## config.mk

```make
export PLATFORM = sky130hd
export DESIGN_NAME = rgb2hsv
export DESIGN_NICKNAME = d
export VERILOG_FILES = /design/src/rtl/rgb2hsv.sv
export SDC_FILE = /design/constraint.sdc
export NUM_CORES = 1
export LEC_CHECK = 0
export ABC_AREA = 1
export CAP_MARGIN = 20
export CORE_UTILIZATION = 32
export DETAILED_ROUTE_END_ITERATION = 10
export SLEW_MARGIN = 20
export SYNTH_ARGS = -nofsm -noshare
export SYNTH_HDL_FRONTEND = slang
export SYNTH_SLANG_ARGS = --single-unit
```

## constraint.sdc

```tcl
create_clock -name clk -period 11 [get_ports clk]
set_input_delay 1.65 -clock clk [delete_from_list [all_inputs] [get_ports clk]]
set_output_delay 1.65 -clock clk [all_outputs]
set_load 0.01 [all_outputs]
```

## src/rtl/rgb2hsv.sv

```systemverilog
// rgb2hsv: iterative 8-bit RGB to HSV converter.
// One conversion at a time: IDLE -> CALC -> DIV_S (16) -> DIV_H (16) -> DONE -> IDLE.
// A single restoring divider is time-shared between the saturation and hue
// divisions, so one result is produced every 35 cycles.
// Hue is scaled so a full circle spans 0..255 (red 0, green 85, blue 171).
module rgb2hsv (
    input  logic       clk,
    input  logic       rst,
    input  logic [7:0] r,
    input  logic [7:0] g,
    input  logic [7:0] b,
    input  logic       in_valid,
    output logic       in_ready,
    output logic [7:0] h,
    output logic [7:0] s,
    output logic [7:0] v,
    output logic       out_valid
);

    typedef enum logic [2:0] {
        IDLE  = 3'd0,
        CALC  = 3'd1,
        DIV_S = 3'd2,
        DIV_H = 3'd3,
        DONE  = 3'd4
    } state_t;

    localparam logic [1:0] DOM_R = 2'd0;
    localparam logic [1:0] DOM_G = 2'd1;
    localparam logic [1:0] DOM_B = 2'd2;

    localparam logic [7:0] BASE_R = 8'd0;
    localparam logic [7:0] BASE_G = 8'd85;
    localparam logic [7:0] BASE_B = 8'd171;

    state_t      r_state;
    logic [3:0]  r_cnt;

    // pixel captured on accept; later input changes cannot disturb it
    logic [7:0]  r_red;
    logic [7:0]  r_grn;
    logic [7:0]  r_blu;

    // per-pixel quantities registered in CALC
    logic [7:0]  r_max;
    logic [7:0]  r_delta;
    logic [7:0]  r_base;
    logic        r_neg;
    logic [7:0]  r_absx;
    logic [7:0]  r_s_res;

    // shared restoring divider: r_dvd shifts the dividend out and the quotient in
    logic [15:0] r_dvd;
    logic [7:0]  r_rem;
    logic [7:0]  r_dsr;

    // registered outputs
    logic [7:0]  r_h;
    logic [7:0]  r_s;
    logic [7:0]  r_v;
    logic        r_out_valid;
    logic        r_in_ready;

    logic [1:0]        w_dom;
    logic [7:0]        w_max;
    logic [7:0]        w_min;
    logic [7:0]        w_delta;
    logic signed [8:0] w_x;
    logic              w_neg;
    logic [7:0]        w_absx;
    logic [7:0]        w_base;
    logic [15:0]       w_dvd_s;
    logic [15:0]       w_dvd_h;

    logic [8:0]        w_rem_sh;
    logic              w_ge;
    logic [7:0]        w_rem_nx;
    logic [15:0]       w_quo_nx;
    logic [7:0]        w_q;
    logic [7:0]        w_h;
    logic [7:0]        w_s;

    assign in_ready  = r_in_ready;
    assign out_valid = r_out_valid;
    assign h         = r_h;
    assign s         = r_s;
    assign v         = r_v;

    // max/min/delta, dominant channel (ties favour r, then g) and hue numerator
    always_comb begin
        w_dom  = DOM_B;
        w_max  = r_blu;
        w_x    = $signed({1'b0, r_red}) - $signed({1'b0, r_grn});
        w_base = BASE_B;
        if (r_red >= r_grn && r_red >= r_blu) begin
            w_dom  = DOM_R;
            w_max  = r_red;
            w_x    = $signed({1'b0, r_grn}) - $signed({1'b0, r_blu});
            w_base = BASE_R;
        end else if (r_grn >= r_blu) begin
            w_dom  = DOM_G;
            w_max  = r_grn;
            w_x    = $signed({1'b0, r_blu}) - $signed({1'b0, r_red});
            w_base = BASE_G;
        end

        w_min = r_red;
        if (r_grn < w_min) w_min = r_grn;
        if (r_blu < w_min) w_min = r_blu;

        w_delta = w_max - w_min;
        w_neg   = w_x[8];
        // |x| is at most 255, so the low 8 bits of the two's complement negation suffice
        w_absx  = w_neg ? 8'(9'd0 - w_x) : w_x[7:0];
        w_dvd_s = 16'(w_delta) * 16'd255;
        w_dvd_h = 16'(r_absx) * 16'd43;
    end

    // one restoring-division step plus final result selection with zero-divisor forcing
    always_comb begin
        w_rem_sh = {r_rem, r_dvd[15]};
        w_ge     = (w_rem_sh >= {1'b0, r_dsr});
        w_rem_nx = w_ge ? 8'(w_rem_sh - {1'b0, r_dsr}) : w_rem_sh[7:0];
        w_quo_nx = {r_dvd[14:0], w_ge};
        // both quotients are bounded below 256, so the low byte is exact
        w_q      = w_quo_nx[7:0];
        w_s      = (r_max == 8'd0) ? 8'd0 : w_q;
        if (r_delta == 8'd0)
            w_h = 8'd0;
        else if (r_neg)
            w_h = r_base - w_q;
        else
            w_h = r_base + w_q;
    end

    // control FSM, datapath registers and registered outputs
    always_ff @(posedge clk) begin
        if (rst) begin
            r_state     <= IDLE;
            r_cnt       <= 4'd0;
            r_red       <= 8'd0;
            r_grn       <= 8'd0;
            r_blu       <= 8'd0;
            r_max       <= 8'd0;
            r_delta     <= 8'd0;
            r_base      <= 8'd0;
            r_neg       <= 1'b0;
            r_absx      <= 8'd0;
            r_s_res     <= 8'd0;
            r_dvd       <= 16'd0;
            r_rem       <= 8'd0;
            r_dsr       <= 8'd0;
            r_h         <= 8'd0;
            r_s         <= 8'd0;
            r_v         <= 8'd0;
            r_out_valid <= 1'b0;
            r_in_ready  <= 1'b1;
        end else begin
            r_out_valid <= 1'b0;
            case (r_state)
                IDLE: begin
                    if (in_valid && r_in_ready) begin
                        r_red      <= r;
                        r_grn      <= g;
                        r_blu      <= b;
                        r_in_ready <= 1'b0;
                        r_state    <= CALC;
                    end
                end
                CALC: begin
                    r_max   <= w_max;
                    r_delta <= w_delta;
                    r_base  <= w_base;
                    r_neg   <= w_neg;
                    r_absx  <= w_absx;
                    // saturation division: 255*delta / max
                    r_dvd   <= w_dvd_s;
                    r_rem   <= 8'd0;
                    r_dsr   <= w_max;
                    r_cnt   <= 4'd0;
                    r_state <= DIV_S;
                end
                DIV_S: begin
                    r_dvd <= w_quo_nx;
                    r_rem <= w_rem_nx;
                    r_cnt <= r_cnt + 4'd1;
                    if (r_cnt == 4'd15) begin
                        r_s_res <= w_s;
                        // hue division: 43*|x| / delta
                        r_dvd   <= w_dvd_h;
                        r_rem   <= 8'd0;
                        r_dsr   <= r_delta;
                        r_state <= DIV_H;
                    end
                end
                DIV_H: begin
                    r_dvd <= w_quo_nx;
                    r_rem <= w_rem_nx;
                    r_cnt <= r_cnt + 4'd1;
                    if (r_cnt == 4'd15) begin
                        r_h     <= w_h;
                        r_s     <= r_s_res;
                        r_v     <= r_max;
                        r_state <= DONE;
                    end
                end
                DONE: begin
                    r_out_valid <= 1'b1;
                    r_in_ready  <= 1'b1;
                    r_state     <= IDLE;
                end
                default: begin
                    r_in_ready <= 1'b1;
                    r_state    <= IDLE;
                end
            endcase
        end
    end

    // the dominant-channel code only steers the muxes above
    logic w_dom_unused;
    assign w_dom_unused = ^w_dom;

endmodule
```

# Word-level counts from Yosys, hierarchy flattened
# Index checks and enable logic that the tools add are counted.
[classes]
eq_ne = 8
muxes = 27
div = 0
shift = 0
multipliers = 2
addsub = 9
n_lt_le_gt_ge = 6
bitwise_logic = 1
reduce_logical = 16
[op_table]
columns = ["op", "n"]
rows = [
  ["two-way mux 8 bit", 13],
  ["one-hot mux 16 bit (3 select lines)", 1],
  ["subtractor 8 x 8 -> 9 bit", 3],
  ["greater-or-equal comparator 8 bit", 3],
  ["one-hot mux 8 bit (3 select lines)", 1],
  ["subtractor 8 bit", 3],
  ["two-way mux 9 bit", 2],
  ["logical NOT 8 bit", 2],
  ["less-than comparator 8 bit", 2],
  ["multiplier 8 x 8 -> 16 bit (second input constant)", 1],
  ["two-way mux 16 bit", 1],
  ["one-hot mux 8 bit (2 select lines)", 1],
  ["multiplier 8 x 6 -> 14 bit (second input constant)", 1],
  ["one-hot mux 3 bit (4 select lines)", 1],
  ["AND reduction 2 bit", 5],
  ["greater-or-equal comparator 9 x 8 -> 1 bit", 1],
  ["two-way mux 3 bit", 3],
  ["adder 8 bit", 1],
  ["one-hot mux 4 bit (2 select lines)", 1],
  ["subtractor 1 x 8 -> 8 bit (first input constant)", 1],
  ["equality test 3 x 2 -> 1 bit (second input constant)", 2],
  ["!= test 2 bit (second input constant)", 3],
  ["adder 4 x 1 -> 4 bit (second input constant)", 1],
  ["equality test 4 bit (second input constant)", 1],
  ["other kinds (12)", 15],
]
[word_totals]
latch_bits = 0
ram_bits = 0
inputBits = 27
mem_count = 0
register_bits = 130
output_inout_bits = 26
mem_bits_ro = 0

# Depth between registers and ports, before layout
# Gate-level depths: netlist of the first run.
[logic_depth]
ltp_word = 7
ltp_mapped = 53
depth_no_buf = 52

# Worst setup path after synthesis of the first run
# No wires, ideal clock.
[synth_path]
path_type = "reg-to-reg"
start = "register r_grn[6]"
end = "register r_dvd[13]"
stages_incl_launch_ff = 42
setup_ns = 0.135
setup_slack_ns = 3.176
path_buffers = 2
arrival_time_ns = 7.689
path_cell_list = "dfxtp_1 -> inv_1 -> ha_1 -> nand2_1 -> nand2_1 -> a21oi_1 -> nand3_1 -> nand2_2 -> clkbuf_1 -> nand2_1 -> o21ai_0 -> ha_1 -> a21oi_1 -> nor2_1 -> a211oi_1 -> nand2_2 -> buf_2 -> o21ai_0 -> [... 6 more ...] -> o21ai_0 -> xnor2_2 -> xor2_1 -> inv_1 -> ha_1 -> fa_1 -> inv_1 -> fa_1 -> fa_1 -> inv_1 -> ha_1 -> nand2_1 -> nor3_1 -> a21oi_1 -> o31ai_1 -> a21oi_1 -> o21ai_0 -> a41oi_1"
[synth_between]
elab_chain_cells = 7
elab_cells_between_ends = 12
classes_between = "add/sub: 1; mul: 1; order compare: 4; mux: 5; reduce/logical: 1"
[synth_rtl]
columns = ["element", "line", "rtl"]
rows = [
  ["from (decl)", "41", "logic [7:0] r_grn;"],
  ["from (signal assigned)", "164", "r_grn <= g;"],
  ["less-than comparator 8 bit", "108", "if (r_grn < w_min) w_min = r_grn;"],
  ["two-way mux 8 bit", "108", ""],
  ["less-than comparator 8 bit", "109", "if (r_blu < w_min) w_min = r_blu;"],
  ["two-way mux 8 bit", "109", ""],
  ["subtractor 8 bit (*)", "111", "w_delta = w_max - w_min;"],
  ["multiplier 8 x 8 -> 16 bit (*)", "115", "w_dvd_s = 16'(w_delta) * 16'd255;"],
  ["one-hot mux 16 bit (3 select lines) (*)", "160", "case (r_state)"],
  ["to (signal assigned)", "177", "r_dvd <= w_dvd_s;"],
  ["to (signal assigned)", "184", "r_dvd <= w_quo_nx;"],
  ["to (signal assigned)", "190", "r_dvd <= w_dvd_h;"],
  ["to (decl)", "53", "logic [15:0] r_dvd;"],
]
# Every way passes the cells marked *; elsewhere a longest branch is shown, timed or not.
# A chain may end at the register's enable or synchronous reset.

# Worst setup path after layout of the first run
[layout_path]
start = "register r_grn[7]"
end = "register r_dvd[13]"
# Same word-level chain as after synthesis.

==> results_dict.tcl, run 1 <==
set metrics [dict create \
    synth_ff_type "dfxtp_1" \
    insertion_delay_ns 0.42 \
    hold_viol 0 \
    whs_path_depth 2 \
    timing.critical_path.buf_inv 7 \
    grt_pass1_wl_mm 47.8 \
    synth_top_family_by_area "adder cells" \
    synth_compound_area_share_pct 20.1 \
    gp_congestion 0.910 \
    synth-simple-area-share_pct 19.7 \
    grt_pass1_vias 9418 \
    synth.cell_area_um2 10700 \
    antenna_left 0 \
    ff2ff_path_depth 39 \
    wire_per_inst_um 14.7 \
    synth.area.mux_share_pct 0 \
    drv_slew 0 \
    clock_sinks 125 \
    io_pins 53 \
    syn_nets 1696 \
    ys_seq_elements 125 \
    worstMarginPinSlew_ns 0.903 \
    drt-pass1-iter-count 5 \
    async_flop_share_pct 0 \
    max_freq_mhz 118 \
    clk_pin_slew_ns 0.07 \
    critPathArrivalTime_ns 8.77 \
    status "completed" \
    vias_per_cell 4.93 \
    crit_path_top_delay_cell "fa_1" \
    dieHeight_um 185 \
    fp.dieArea_um2 34100 \
    cts_max_level 4 \
    area.growth.synth_to_final_pct 14.2 \
    slew-limit-headroom_pct 39.7 \
    fill_cells 3508 \
    dp_hpwl_mm 23.0 \
    crit_top_cell "inv_1" \
    vias 9805 \
    cts_tree "done" \
    fp.dieW_um 185 \
    finalSetupViolations 0 \
    cp.depth 39 \
    drc 0 \
    timing.final.crit_share_pct 77.2 \
    drtIter0Drc 662 \
    grt_max_degree 59 \
    synth-edff-count 0 \
    grt_usage_pct 17.6 \
    antenna_cells 0 \
    criticalPathCategory "flip-flop to flip-flop" \
    cts_resized 0 \
    worstPathRequired_ns 11.27 \
    port_buffers 52 \
    wirelength_mm 29.2 \
    max_stage_delay_ns 0.54 \
    skew_ns 0.0121 \
    avgSynthCellArea_um2 7.12 \
    drive_gt1_share_pct 6.21 \
    postCtsSetupBuffers 0 \
    min_path_type "flip-flop to flip-flop" \
    hold_buffers 0 \
    cts-buffers-inserted 17 \
    synth-xor-area-share_pct 3.57 \
    clockBufferDepth 2 \
    core_um2 32700 \
    overflow 0 \
    period_minus_slack_ns 8.49 \
    fin_nets 1729 \
    synth-adder-area-share_pct 22.0 \
    maxCapViolations 0 \
    ys_seq_area_share_pct 23.4 \
    seq_area_um2 2500 \
    yosysWarnings 0 \
    rsz0062_at_grt "false" \
    crit_family "adder cells" \
    synth_cells 1502 \
    start_kind "flip-flop" \
    cp-end-kind "flip-flop" \
    antenna_found_initial 0 \
    timing.setup.tns_ns 0 \
    multi_input_area_um2 7000 \
    synth_cell_type_count 54 \
    row_count 66 \
    clock-root-buffer "clkbuf_16" \
    start_util_pct 32.7 \
    critical_path_peak_fanout 16 \
]
[path summary, 6_finish.rpt]
path	from	end	slack, ns
setup / recovery	r_grn[7]$_SDFFE_PP0P_	r_dvd[13]$_SDFFE_PP0N_	2.51
hold / removal	h[5]$_SDFFE_PP0P_	h[5]$_SDFFE_PP0P_	0.46
setup reg to reg	r_grn[7]$_SDFFE_PP0P_	r_dvd[13]$_SDFFE_PP0N_	2.51
hold reg to reg	h[5]$_SDFFE_PP0P_	h[5]$_SDFFE_PP0P_	0.46
[sequential cells by signal, summed over array words and instances, names as in the netlist, 3 cells and up]
name and flops:
r_dvd 16, h 8, r_absx 8, r_blu 8, r_delta 8, r_dsr 8
r_grn 8, r_max 8, r_red 8, r_rem 8, r_s_res 8, s 8
v 8, r_cnt 4, r_base 3, r_state 3
[layer usage]
layer	up-vias	routed length, um	global-route usage (%)
li1	5020	-	-
met1	4554	13900	23.5
met2	201	13700	29.7
met3	30	1180	2.93
met4	0	358	3.74
met5	-	0	0
[area by class of cell]
| type | count | area share (%) |
|---|---|---|
| Multi-Input combinational cell | 1075 | 57.4 |
| Sequential cell | 125 | 20.5 |
| Inverter | 258 | 7.95 |
| Timing Repair Buffer | 58 | 4.59 |
| Tap cell | 442 | 4.53 |
| Clock buffer | 18 | 3.52 |
| Clock inverter | 13 | 1.55 |
[cell usage in the layout, fill, tap and decap left out, types with 4 or more instances in the layout]
cell / Yosys / layout
nand2_1: 264 / 264
inv_1: 245 / 245
a21oi_1: 159 / 159
o21ai_0: 138 / 138
ha_1: 132 / 132
dfxtp_1: 125 / 125
nor2_1: 100 / 100
nand3_1: 58 / 58
clkdlybuf4s50_1: 0 / 51
fa_1: 35 / 35
o211ai_1: 23 / 23
xor2_1: 22 / 22
clkbuf_16: 0 / 17
xnor2_1: 16 / 16
nand2_2: 14 / 14
nor3_1: 9 / 9
inv_2: 8 / 8
or2_2: 8 / 8
nand3b_1: 7 / 7
a221oi_1: 7 / 7
o221ai_1: 6 / 6
nor4_1: 6 / 6
o2111ai_1: 6 / 6
buf_4: 1 / 6
o21ai_2: 5 / 5
a21o_1: 5 / 5
nand3_2: 5 / 5
a31oi_1: 5 / 5
clkinv_1: 4 / 4
a41oi_1: 4 / 4
bufinv_16: 0 / 4
[worst register-to-register path, delay by kind of cell (launching register included)]
| kind | cells | cell delay, ns |
|---|---|---|
| fa+ha+maj | 9 | 3.46 |
| xor+xnor | 2 | 0.57 |
| flops | 1 | 0.38 |
| buf+inv | 7 | 0.51 |
| simple gates | 9 | 1.20 |
| compound gates | 12 | 2.24 |
[synth_stat cells, drive strengths merged, types with 4 or more instances]
| master | n | area [um2] |
|---|---|---|
| a31oi | 5 | 31.3 |
| a221oi | 7 | 61.3 |
| o211ai | 24 | 185 |
| a41oi | 4 | 35.0 |
| o2111ai | 6 | 52.6 |
| nor4 | 6 | 37.5 |
| or2 | 8 | 50.1 |
| xor2 | 23 | 209 |
| ha | 132 | 1650 |
| nand3 | 63 | 340 |
| inv | 254 | 956 |
| xnor2 | 18 | 173 |
| clkbuf | 32 | 120 |
| a21o | 5 | 37.5 |
| fa | 35 | 701 |
| nand3b | 7 | 52.6 |
| a21oi | 162 | 822 |
| buf | 11 | 92.6 |
| nor3 | 13 | 85.1 |
| nand2 | 280 | 1100 |
| dfxtp | 125 | 2500 |
| clkinv | 4 | 15.0 |
| o221ai | 6 | 52.6 |
| nor2 | 104 | 410 |
| o21ai | 146 | 749 |
[cells by family (layout without fill, tap and decap cells)]
group	after synthesis	in the layout
and+or+nand+nor	486	486
AOI/OAI and AO/OA	381	381
buffers and inverters	302	347
adders and majority gates	167	167
DFF	125	125
xor gates and xnor gates	41	41
[stage by stage]
step	setup slack, ns	instances	utilization (%)	cell area [um2]	hold WS (ns)
after floorplan	3.18	1502	-	10700	0.441
after global placement	2.79	1958	35.4	11600	0.448
after detailed placement	2.50	1958	35.4	11600	0.457
after CTS	2.48	1989	37.3	12200	0.467
after global routing	1.72	1989	37.3	12200	0.481
final	2.51	1989	37.3	12200	0.464
Power of run 1 is not shown: default switching activity piles up to over one toggle a cycle in this logic, so the estimate is an artifact.
==> run 2, diff against run 1 <==
==> constraint.sdc (replaced) <==
create_clock -name clk -period 8.61 [get_ports clk]
set_input_delay 1.2915 -clock clk [delete_from_list [all_inputs] [get_ports clk]]
set_output_delay 1.2915 -clock clk [all_outputs]
set_load 0.01 [all_outputs]
==> run 2 against run 1 <==
Net effect:
- register-to-register slack got worse by 2.0 ns
- die area stayed put
- largest cell class unchanged
- final cell count grew 0.40%
- flip-flop and latch count stayed put
- critical endpoint is now r_dvd[14]$_SDFFE_PP0N_
==> results_dict.tcl, run 2 (synthesis results as in run 1) <==
set metrics [dict create \
    status "completed" \
    min_path_type "flip-flop to flip-flop" \
    dp.cells 1960 \
    antenna_found_initial 0 \
    fin_area_um2 12300 \
    timing.final.crit_share_pct 94.6 \
    clk_pin_slew_ns 0.07 \
    vias_per_cell 4.92 \
    cts_max_level 4 \
    io_pins 53 \
    overflow 0 \
    multi_input_area_um2 7060 \
    grt_max_degree 74 \
    largest_reg_flops 16 \
    cp-end-kind "flip-flop" \
    dpl_cell_area_um2 11600 \
    fin_nets 1736 \
    critPathArrivalTime_ns 8.46 \
    insertion_delay_ns 0.44 \
    port_buffers 52 \
    finalNonFillerCells 1997 \
    final_common_cell "nand2_1" \
    clock-root-buffer "clkbuf_16" \
    top_register "r_dvd" \
    hold_buffers 0 \
    max_freq_mhz 123 \
    wire_per_inst_um 14.7 \
    drc 0 \
    drtIter0Drc 648 \
    dp_hpwl_mm 22.7 \
    clock_sinks 125 \
    worstMarginPinSlew_ns 0.903 \
    holdWs_ns 0.464 \
    period_minus_slack_ns 8.14 \
    fill_cells 3495 \
    criticalPathCategory "flip-flop to flip-flop" \
    row_count 66 \
    grt_usage_pct 17.7 \
    worstPathRequired_ns 8.93 \
    start_kind "flip-flop" \
    antenna_left 0 \
    crit_path_top_delay_cell "fa_1" \
    maxCapViolations 0 \
    crit_top_cell "inv_1" \
    dieHeight_um 185 \
    clockBufferDepth 2 \
    hold_viol 0 \
    fp.dieW_um 185 \
    seq_area_um2 2500 \
    gp_congestion 0.989 \
    skew_ns 0.0152 \
    cts_tree "done" \
    finalSetupViolations 0 \
    drt-pass1-iter-count 5 \
    slew-limit-headroom_pct 39.5 \
    fp.dieArea_um2 34100 \
    final_cell_mix "nand2_1 (263), inv_1 (245), a21oi_1 (159)" \
    core_um2 32700 \
    max_stage_delay_ns 0.53 \
    critical_path_peak_fanout 16 \
    crit_family "adder cells" \
    timing.critical_path.buf_inv 9 \
    antenna_cells 0 \
    vias 9824 \
    drive_gt1_share_pct 7.07 \
    start_util_pct 32.7 \
    grt_pass1_vias 9453 \
    grt_pass1_wl_mm 47.7 \
    area.growth.synth_to_final_pct 14.8 \
    wirelength_mm 29.3 \
    drv_slew 0 \
    cts-buffers-inserted 17 \
]
## run 2: cell count changes in the layout (fill, tap and decap cells not counted), moves of 2 or more
cell	delta
clkinv_2	+3
a211oi_2	+2
o21ai_0	-3
inv_6	-3
clkbuf_8	+2
buf_4	+7
a211oi_1	-2
bufinv_16	-2
ha_1	-2
o21ai_1	+3
nand2_4	+2
## run 2: layout make-up
cell class                 instances  share of cell area, %
clock buffer                      21                   3.75
clock inverter                    11                  0.958
inverter                         258                   7.91
multi-input combinational       1075                   57.5
sequential                       125                   20.4
tap                              442                   4.51
timing repair buffer              65                   4.99
## run 2: worst min-delay path, cell delays in order, from the launching register on
cell	delay [ns]
dfxtp_1	0.31
nand2_1	0.06
a21oi_1	0.05
## run 2: per-stage QoR
stage / setup TNS [ns] / utilization, % / worst slack [ns]
4_1_cts: 0 / 37.3 / 0.257
3_5_place_dp: 0 / 35.5 / 0.287
2_1_floorplan: 0 / - / 0.786
6_report: 0 / 37.5 / 0.467
3_3_place_gp: 0 / 35.5 / 0.565
5_1_grt: -0.0813 / 37.5 / -0.0600
## run 2: metal layers
layer,up-vias,GRT usage (%),wire (um)
met5,-,0,0
met4,0,5.45,624
met3,42,2.56,1190
met2,224,29.0,13300
met1,4512,23.8,14100
li1,5046,-,-
## run 2: what timing repair did
action / in CTS / in global routing
gates resized for setup: 0 / 13
buffers inserted: 0 / 5
endpoints found under the setup margin: 0 / 7
## run 2: final timing paths
path,start,to,slack [ns],cells after the start
setup reg to reg,r_grn[6]$_SDFFE_PP0P_,r_dvd[14]$_SDFFE_PP0N_,0.47,44
setup / recovery,r_grn[6]$_SDFFE_PP0P_,r_dvd[14]$_SDFFE_PP0N_,0.47,44
hold reg to reg,h[5]$_SDFFE_PP0P_,h[5]$_SDFFE_PP0P_,0.46,2
hold / removal,h[5]$_SDFFE_PP0P_,h[5]$_SDFFE_PP0P_,0.46,2
Power of run 2 is left out for the same reason.
